===== src/rtl/cpu16_io_pkg.sv =====
// Shared definitions for the CPU16 I/O front end: hex entry FSM states and word geometry.
package cpu16_io_pkg;

   typedef enum logic {COLLECT, FULL} entry_state_t;

   localparam int ENTRY_DIGITS = 4;
   localparam int HEX_W        = 4;
   localparam int WORD_W       = 16;

endpackage


===== src/rtl/button_debounce.sv =====
// Two-flop synchronizer, stable-sample debouncer and one-cycle press pulse for an
// active-low push-button.
module button_debounce #(
   parameter int DEBOUNCE_CYCLES = 1000000
) (
   input  logic clk,
   input  logic rst_n,
   input  logic raw_n,
   output logic press
);

   localparam int CW = (DEBOUNCE_CYCLES > 1) ? $clog2(DEBOUNCE_CYCLES) : 1;
   localparam logic [CW-1:0] LAST_CNT = CW'(DEBOUNCE_CYCLES - 1);

   logic          sync1;
   logic          sync2;
   logic          level;
   logic [CW-1:0] cnt;

   // The pulse fires on the same edge the debounced level drops, so it is only
   // raised when the level being replaced is the released (1) level.
   always_ff @(posedge clk or negedge rst_n) begin
      if (!rst_n) begin
         sync1 <= 1'b1;
         sync2 <= 1'b1;
         level <= 1'b1;
         cnt   <= '0;
         press <= 1'b0;
      end else begin
         sync1 <= raw_n;
         sync2 <= sync1;
         press <= 1'b0;
         if (sync2 == level) begin
            cnt <= '0;
         end else if (cnt == LAST_CNT) begin
            level <= sync2;
            cnt   <= '0;
            press <= level;
         end else begin
            cnt <= cnt + CW'(1);
         end
      end
   end

endmodule


===== src/rtl/switch_hex_entry.sv =====
// Debounced four-digit hex entry from slide switches, offered to the CPU with valid/ready.
// Optional CLEAR button enabled by defining SWITCH_ENTRY_CLEAR_EN.
module switch_hex_entry
   import cpu16_io_pkg::*;
#(
   parameter int DEBOUNCE_CYCLES = 1000000
) (
   input  logic              clk,
   input  logic              KEY,
   input  logic [HEX_W-1:0]  SW,
   input  logic              btn_enter_n,
`ifdef SWITCH_ENTRY_CLEAR_EN
   input  logic              btn_clear_n,
`endif
   input  logic              data_ready,
   output logic [WORD_W-1:0] entry_word,
   output logic [2:0]        digit_count,
   output logic              data_valid
);

   entry_state_t      state;
   entry_state_t      next_state;
   logic [WORD_W-1:0] next_word;
   logic [2:0]        next_count;
   logic              next_valid;
   logic              enter_press;

   button_debounce #(.DEBOUNCE_CYCLES(DEBOUNCE_CYCLES)) u_enter (
      .clk   (clk),
      .rst_n (KEY),
      .raw_n (btn_enter_n),
      .press (enter_press)
   );

`ifdef SWITCH_ENTRY_CLEAR_EN
   logic clear_press;

   button_debounce #(.DEBOUNCE_CYCLES(DEBOUNCE_CYCLES)) u_clear (
      .clk   (clk),
      .rst_n (KEY),
      .raw_n (btn_clear_n),
      .press (clear_press)
   );
`endif

   always_ff @(posedge clk or negedge KEY) begin
      if (!KEY) begin
         state       <= COLLECT;
         entry_word  <= '0;
         digit_count <= '0;
         data_valid  <= 1'b0;
      end else begin
         state       <= next_state;
         entry_word  <= next_word;
         digit_count <= next_count;
         data_valid  <= next_valid;
      end
   end

   // Presses in FULL are dropped, so a press landing on the handshake cycle is lost.
   always_comb begin
      next_state = state;
      next_word  = entry_word;
      next_count = digit_count;
      next_valid = data_valid;
      case (state)
         COLLECT: begin
            if (enter_press) begin
               next_word  = {entry_word[WORD_W-HEX_W-1:0], SW};
               next_count = digit_count + 3'd1;
               if (digit_count == 3'(ENTRY_DIGITS - 1)) begin
                  next_state = FULL;
                  next_valid = 1'b1;
               end
            end
         end
         FULL: begin
            if (data_valid && data_ready) begin
               next_state = COLLECT;
               next_word  = '0;
               next_count = '0;
               next_valid = 1'b0;
            end
         end
         default: begin
            next_state = COLLECT;
         end
      endcase
`ifdef SWITCH_ENTRY_CLEAR_EN
      if (clear_press) begin
         next_state = COLLECT;
         next_word  = '0;
         next_count = '0;
         next_valid = 1'b0;
      end
`endif
   end

endmodule


===== config.mk =====
export PLATFORM = sky130hd
export DESIGN_NAME = switch_hex_entry
export DESIGN_NICKNAME = d
export VERILOG_FILES = /design/src/rtl/cpu16_io_pkg.sv /design/src/rtl/button_debounce.sv /design/src/rtl/switch_hex_entry.sv
export SDC_FILE = /design/constraint.sdc
export NUM_CORES = 1
export LEC_CHECK = 0
export CAP_MARGIN = 20
export CORE_UTILIZATION = 25
export CTS_BUF_LIST = sky130_fd_sc_hd__clkbuf_4 sky130_fd_sc_hd__clkbuf_8
export CTS_CLUSTER_DIAMETER = 60
export DETAILED_ROUTE_END_ITERATION = 10
export GPL_ROUTABILITY_DRIVEN = 0
export GPL_TIMING_DRIVEN = 0
export PLACE_DENSITY_LB_ADDON = 0.2
export SYNTH_ARGS = -nofsm -noshare
export SYNTH_HDL_FRONTEND = slang
export SYNTH_SLANG_ARGS = --single-unit

===== constraint.sdc =====
create_clock -name clk -period 2.75 [get_ports clk]
set_clock_uncertainty 0.15 [all_clocks]
set_input_delay 0.275 -clock clk [delete_from_list [all_inputs] [get_ports clk]]
set_output_delay 0.275 -clock clk [all_outputs]
set_load 0.01 [all_outputs]

# Word level (Yosys, flattened, before mapping)
# Cells that the tools add are included.
[word_totals] wordCells=41 reg_bits=45
[classes] n_reduce_logical=4 add_sub_neg=2 n_eq_ne=6 bitwise=2 n_mux=18
[ops] cell="20-bit two-way mux" n=2
[ops] cell="16-bit two-way mux" n=2
[ops] cell="16-bit one-hot mux with 2 select lines" n=1
[ops] cell="20-bit by 1-bit adder with 20-bit output (second input constant)" n=1
[ops] cell="20-bit equality test (second input constant)" n=1
[ops] cell="1-bit two-way mux" n=8
[ops] cell="3-bit two-way mux" n=2
[ops] cell="3-bit one-hot mux with 2 select lines" n=1
[ops] cell="2-bit by 1-bit inequality test with 1-bit output (second input constant)" n=2
[ops] cell="1-bit one-hot mux with 2 select lines" n=2
[ops] cell="2-bit AND reduction" n=2
[ops] cell="3-bit by 1-bit adder with 3-bit output (second input constant)" n=1
[ops] cell="3-bit by 2-bit equality test with 1-bit output (second input constant)" n=1
[ops] cell="3-bit AND reduction" n=1
[ops] cell="2-bit inequality test (second input constant)" n=1
[ops] cell="1-bit NOT" n=2
[ops] cell="1-bit equality test" n=1
[ops] cell="1-bit logical AND" n=1

# Depth between registers and ports, before layout
[depth] depth_word=4 ltp_mapped=6 ltp_nobuf=5

# By module
# Synthesis repeated with hierarchy kept, for this count alone.
[unflattened] cells_unflattened=212 area_unflattened_um2=2172.1
[modules_own_cells] module="button_debounce" n_inst=1 cells_each=116 area_each_um2=1139.8
[modules_own_cells] module="switch_hex_entry" n_inst=1 cells_each=96 area_each_um2=1032.2

# Least setup slack after synthesis
# Ideal clock, no wire load.
[synth_timing] kind="flip-flop to flip-flop" from="register u_enter.cnt[0]" to="register u_enter.cnt[19]" synth_period_minus_slack_ns=1.912 path_stages_with_launch=7 path_slack_ns=0.838 arrival_time_ns=1.643 cell_sequence="dfrtp_1 ha_1 nand3_1 or2_2 o21ai_0 buf_2 o21ba_2"
[synth_via] elab_chain_len=3 word_cells_on_any_way=4 cone_classes="add/sub (1); eq/ne (1); mux (2)"
[synth_rtl] item="start, declared" line="button_debounce.sv:18" text="logic [CW-1:0] cnt;"
[synth_rtl] item="start signal, assigned" line="button_debounce.sv:40" text="cnt <= cnt + CW'(1);"
[synth_rtl] item="20-bit by 1-bit adder with 20-bit output or 20-bit equality test (tied branches)" line="button_debounce.sv:40, button_debounce.sv:35"
[synth_rtl] item="20-bit two-way mux (*)" line="button_debounce.sv:35" text="end else if (cnt == LAST_CNT) begin"
[synth_rtl] item="20-bit two-way mux (*)" line="button_debounce.sv:33" text="if (sync2 == level) begin"
# Mark *: on every way between the ends. The rest lies on a longest branch, timed or not.
# A chain may end at the register's enable or synchronous reset.

# Final worst setup path
# Same ends and word-level chain as after synthesis.

==> impl_table.tex <==
\begin{tabular}{lr}
\hline
Metric & Value \\
\hline
\multicolumn{2}{l}{\textbf{Outcome}} \\
\quad Run status & completed \\
\multicolumn{2}{l}{\textbf{Layout}} \\
\quad Number of cells in the finished layout apart from fillers & 307 \\
\quad \# nets final & 218 \\
\quad Most common cell after layout, fill and taps aside & sky130\_fd\_sc\_hd\_\_dfrtp\_1 \\
\quad Post-route design area & 0.00247 mm\^{}2 \\
\quad Growth of design area from synthesis to finish & 27.6\% \\
\quad Fraction of layout instances using a drive strength above 1 & 10.1\% \\
\quad Most frequent cells in the layout & sky130\_fd\_sc\_hd\_\_dfrtp\_1, sky130\_fd\_sc\_hd\_\_clkdlybuf4s50\_1, sky130\_fd\_sc\_hd\_\_nor2\_1 \\
\quad Filler instances & 748 \\
\quad Final core occ & 33.5\% \\
\quad Antenna cell count & 0 \\
\multicolumn{2}{l}{\textbf{CTS}} \\
\quad Inserted Clock Buffers & 5 \\
\quad Register clock-pin slew on the reported worst setup and hold paths & 0.08 ns \\
\quad H-tree depth reported by CTS & 2 \\
\quad CTS sink cnt & 45 \\
\quad Number of hold buffers added after cts & 1 \\
\quad Number of setup buffers added after CTS & 0 \\
\quad CTS Root Buffer Type & sky130\_fd\_sc\_hd\_\_clkbuf\_8 \\
\quad Clock tree from TritonCTS & done \\
\quad Clock Latency Late Sink & 0.29 ns \\
\quad Clk buf depth & 2 \\
\quad CTS-repair resized insts & 0 \\
\multicolumn{2}{l}{\textbf{Floorplan}} \\
\quad Y dimension of the die & 89.9 um \\
\quad Area enclosed by the die boundary & 0.00809 mm\^{}2 \\
\quad Number of I/O pins & 28 \\
\quad Number of rows in the core area & 31 \\
\quad Die Width & 89.9 um \\
\quad Area of the core region & 0.00737 mm\^{}2 \\
\quad Initial standard-cell utilization of the core & 26.2\% \\
\multicolumn{2}{l}{\textbf{Critical path}} \\
\quad Kind of capture point of the worst setup path & register \\
\quad R2R Setup Slk & 0.55 ns \\
\quad Slowest cell on the critical path & sky130\_fd\_sc\_hd\_\_or2\_2 \\
\quad Largest fanout on the critical path & 10 \\
\quad Reg-to-reg critical path endpoint & u\_enter.cnt[19] \\
\quad Req. time, crit path & 2.78 ns \\
\quad Critical path launch point type & register \\
\quad Signal arrival time at the worst endpoint & 2.23 ns \\
\quad Source of the worst register-to-register timing path & u\_enter.cnt[0] \\
\quad Worst path max stage delay & 0.43 ns \\
\quad Crit Path Category & register to register \\
\quad Critical Path, Cell by Cell & ha\_1 -> nand3\_1 -> or2\_2 -> o21ai\_0 -> buf\_2 -> o21ba\_2 \\
\quad Worst reg2reg path depth & 6 \\
\multicolumn{2}{l}{\textbf{Yosys}} \\
\quad YS warnings & 0 \\
\quad Proportion of synthesized flip-flops having asynchronous set or reset & 100\% \\
\quad Area fraction in compound gates after synthesis & 11.7\% \\
\quad Cell area after technology mapping & 0.00193 mm\^{}2 \\
\quad Number of synthesized flops with an enable pin & 0 \\
\quad Net count after synthesis & 182 \\
\quad Sequential fraction of the synthesis area & 58.4\% \\
\quad Average footprint of a synthesized cell & 11.3 um\^{}2 \\
\quad Number of instances in the synthesized netlist & 171 \\
\quad Multiplexer fraction of the synthesized cell area & 1.17\% \\
\quad Predominant post-synthesis flop cell & sky130\_fd\_sc\_hd\_\_dfrtp\_1 \\
\quad Register bit count reported by yosys & 45 \\
\quad Combinational family with the most area after synthesis & simple AND/OR/NAND/NOR gates \\
\quad Xor-xnor portion of the synthesized cell area & 7.25\% \\
\quad Count of different cell masters after synthesis & 32 \\
\quad Post-Synth Simple-Gate Area & 16.5\% \\
\quad Arithmetic-cell share of the synthesized area counting full adders, half adders and majority gates & 1.94\% \\
\multicolumn{2}{l}{\textbf{Placed design}} \\
\quad Port buffer count & 27 \\
\quad Placed Cells & 298 \\
\quad DPL Wire Length & 2650 um \\
\quad DP Worst Slack & 0.468 ns \\
\quad Dpl cell area & 0.00234 mm\^{}2 \\
\multicolumn{2}{l}{\textbf{Flow run}} \\
\quad Max-capacitance violation count & 0 \\
\multicolumn{2}{l}{\textbf{STA}} \\
\quad Final count of pins violating max slew & 0 \\
\quad Pin slew with the least headroom to its limit & 0.928 ns \\
\quad Post-route worst hold slack & 0.208 ns \\
\quad Final worst-path setup slack & 0.546 ns \\
\quad Max frequency & 0.454 GHz \\
\quad RSZ-0062 raised after global routing & false \\
\quad Slew HR & 37.9\% \\
\quad Number of failing hold endpoints at the final stage & 0 \\
\quad Final cycle utilization of the critical path & 80.2\% \\
\quad Setup TNS & 0 ns \\
\quad Final setup violating endpoints & 0 \\
\quad Final Critical Period & 2.20 ns \\
\multicolumn{2}{l}{\textbf{Global routing}} \\
\quad Met2 track utilization from global routing & 16.7\% \\
\quad Pin count of the biggest net entering global routing & 24 \\
\quad Global-route total usage across every layer & 10.5\% \\
\quad GR Layer Usage met3 & 3.30\% \\
\quad First-pass GRT wire length & 6840 um \\
\quad Peak-usage layer in the global routing report & met2 \\
\quad Number of antenna violations at the first check in global routing & 0 \\
\quad Overflow left after global routing & 0 \\
\quad Via count of the first global-routing pass & 1415 \\
\quad Met1 usage in global routing & 13.8\% \\
\multicolumn{2}{l}{\textbf{Drt}} \\
\quad DR WL/cell & 12.4 um \\
\quad First-pass DRT Iterations & 4 \\
\quad DRC & 0 \\
\quad Number of DRC violations after detailed-routing iteration 0 & 43 \\
\quad Number of routed nets with antenna violations & 0 \\
\quad Total vias in the final route & 1352 \\
\quad Wire length reported by the detailed router & 3810 um \\
\quad Vias/cell & 4.40 \\
\multicolumn{2}{l}{\textbf{Power and ir drop}} \\
\quad Power density cells & 492 mW/mm\^{}2 \\
\quad Relative contribution of the clock network to total power & 41.3\% \\
\quad Net load switching power & 246 uW \\
\quad Leakage component of the power & 1.04 nW \\
\quad Int Power & 967 uW \\
\quad VDD IR-drop max & 314 uV \\
\quad Net switching fraction of the power & 20.3\% \\
\quad Proportion of power drawn by flip-flops and latches & 55.3\% \\
\quad Relative contribution of combinational cells to total power & 3.4\% \\
\quad Overall power & 1.21 mW \\
\multicolumn{2}{l}{\textbf{Hold path}} \\
\quad Endpoint with the worst hold slack & u\_enter.sync2 \\
\quad Hold Crit Class & register to register \\
\quad Min-Delay Startpoint & u\_enter.sync1 \\
\quad Worst hold stages & 0 \\
\hline
\end{tabular}
worst max-delay path, delay by kind of cell (launching register included):
family	cells	cell delay, ns
buf+inv	1	0.27
fa+ha+maj	1	0.20
simple gates	2	0.70
flops	1	0.39
compound gates	2	0.40
worst max-delay path by stage:
stage                            endpoint  slack, ns      startpoint
after global placement     u_enter.cnt[3]      -0.07             KEY
after floorplan           u_enter.cnt[19]       0.84  u_enter.cnt[0]
after global routing      u_enter.cnt[19]       0.32  u_enter.cnt[0]
after CTS                 u_enter.cnt[19]       0.51  u_enter.cnt[0]
after detailed placement    entry_word[9]       0.47      data_ready
final                     u_enter.cnt[19]       0.55  u_enter.cnt[0]
flip-flops by register name (all words and copies together) (netlist names):
name           flops
u_enter.cnt       20
entry_word        16
digit_count        3
data_valid         1
state              1
u_enter.level      1
u_enter.press      1
u_enter.sync1      1
u_enter.sync2      1
metal layers:
metal / share of wire [%] / up-vias
li1: - / 676
met1: 52 / 645
met2: 43 / 29
met3: 4.5 / 2
met4: 0.55 / 0
met5: 0 / -
cell type report:
type                    instances  area (um^2)  share of cell area (%)
well taps                      99          124                    5.02
clock inverters                 2         38.8                    1.57
multi-input cells             111          744                    30.2
plain buffers                   5         21.3                   0.862
flip-flops and latches         45         1130                    45.8
clock buffers                   6         76.3                    3.09
inverters                      10         37.5                    1.52
repair buffers                 29          295                    12.0
kinds of logic (layout without fill, tap and decap cells):
| group | Yosys count | count (layout) |
|---|---|---|
| DFF | 45 | 45 |
| and+or+nand+nor | 61 | 61 |
| buffers and inverters | 15 | 52 |
| AOI/OAI and AO/OA | 29 | 29 |
| xor gates and xnor gates | 16 | 16 |
| adders and majority gates | 3 | 3 |
| muxes | 2 | 2 |
power by group through the flow:
stage | clock network (mW) | logic, mW | registers (mW)
6_report | 0.501 | 0.0408 | 0.671
3_3_place_gp | 0 | 0.0389 | 0.685
3_5_place_dp | 0 | 0.0416 | 0.684
5_1_grt | 0.552 | 0.0478 | 0.672
4_1_cts | 0.523 | 0.0429 | 0.671
2_1_floorplan | 0 | 0.0109 | 0.684
synthesized netlist by cell type, types with 3 or more instances:
| cell type | count | share of area, % |
|---|---|---|
| sky130_fd_sc_hd__nor3_1 | 3 | 0.78 |
| sky130_fd_sc_hd__nand3_1 | 6 | 1.6 |
| sky130_fd_sc_hd__dfstp_2 | 3 | 4.1 |
| sky130_fd_sc_hd__clkbuf_1 | 3 | 0.58 |
| sky130_fd_sc_hd__xor2_1 | 3 | 1.4 |
| sky130_fd_sc_hd__ha_1 | 3 | 1.9 |
| sky130_fd_sc_hd__nand2_1 | 8 | 1.6 |
| sky130_fd_sc_hd__nor2_1 | 22 | 4.3 |
| sky130_fd_sc_hd__dfrtp_1 | 42 | 54 |
| sky130_fd_sc_hd__o21ai_0 | 3 | 0.78 |
| sky130_fd_sc_hd__nor4_1 | 7 | 2.3 |
| sky130_fd_sc_hd__xnor2_1 | 13 | 5.9 |
| sky130_fd_sc_hd__inv_1 | 10 | 1.9 |
| sky130_fd_sc_hd__a22o_1 | 18 | 8.2 |
| sky130_fd_sc_hd__a21oi_1 | 3 | 0.78 |
| sky130_fd_sc_hd__nand4_1 | 5 | 1.6 |
No activity file was read; power rests on OpenSTA's default activity.
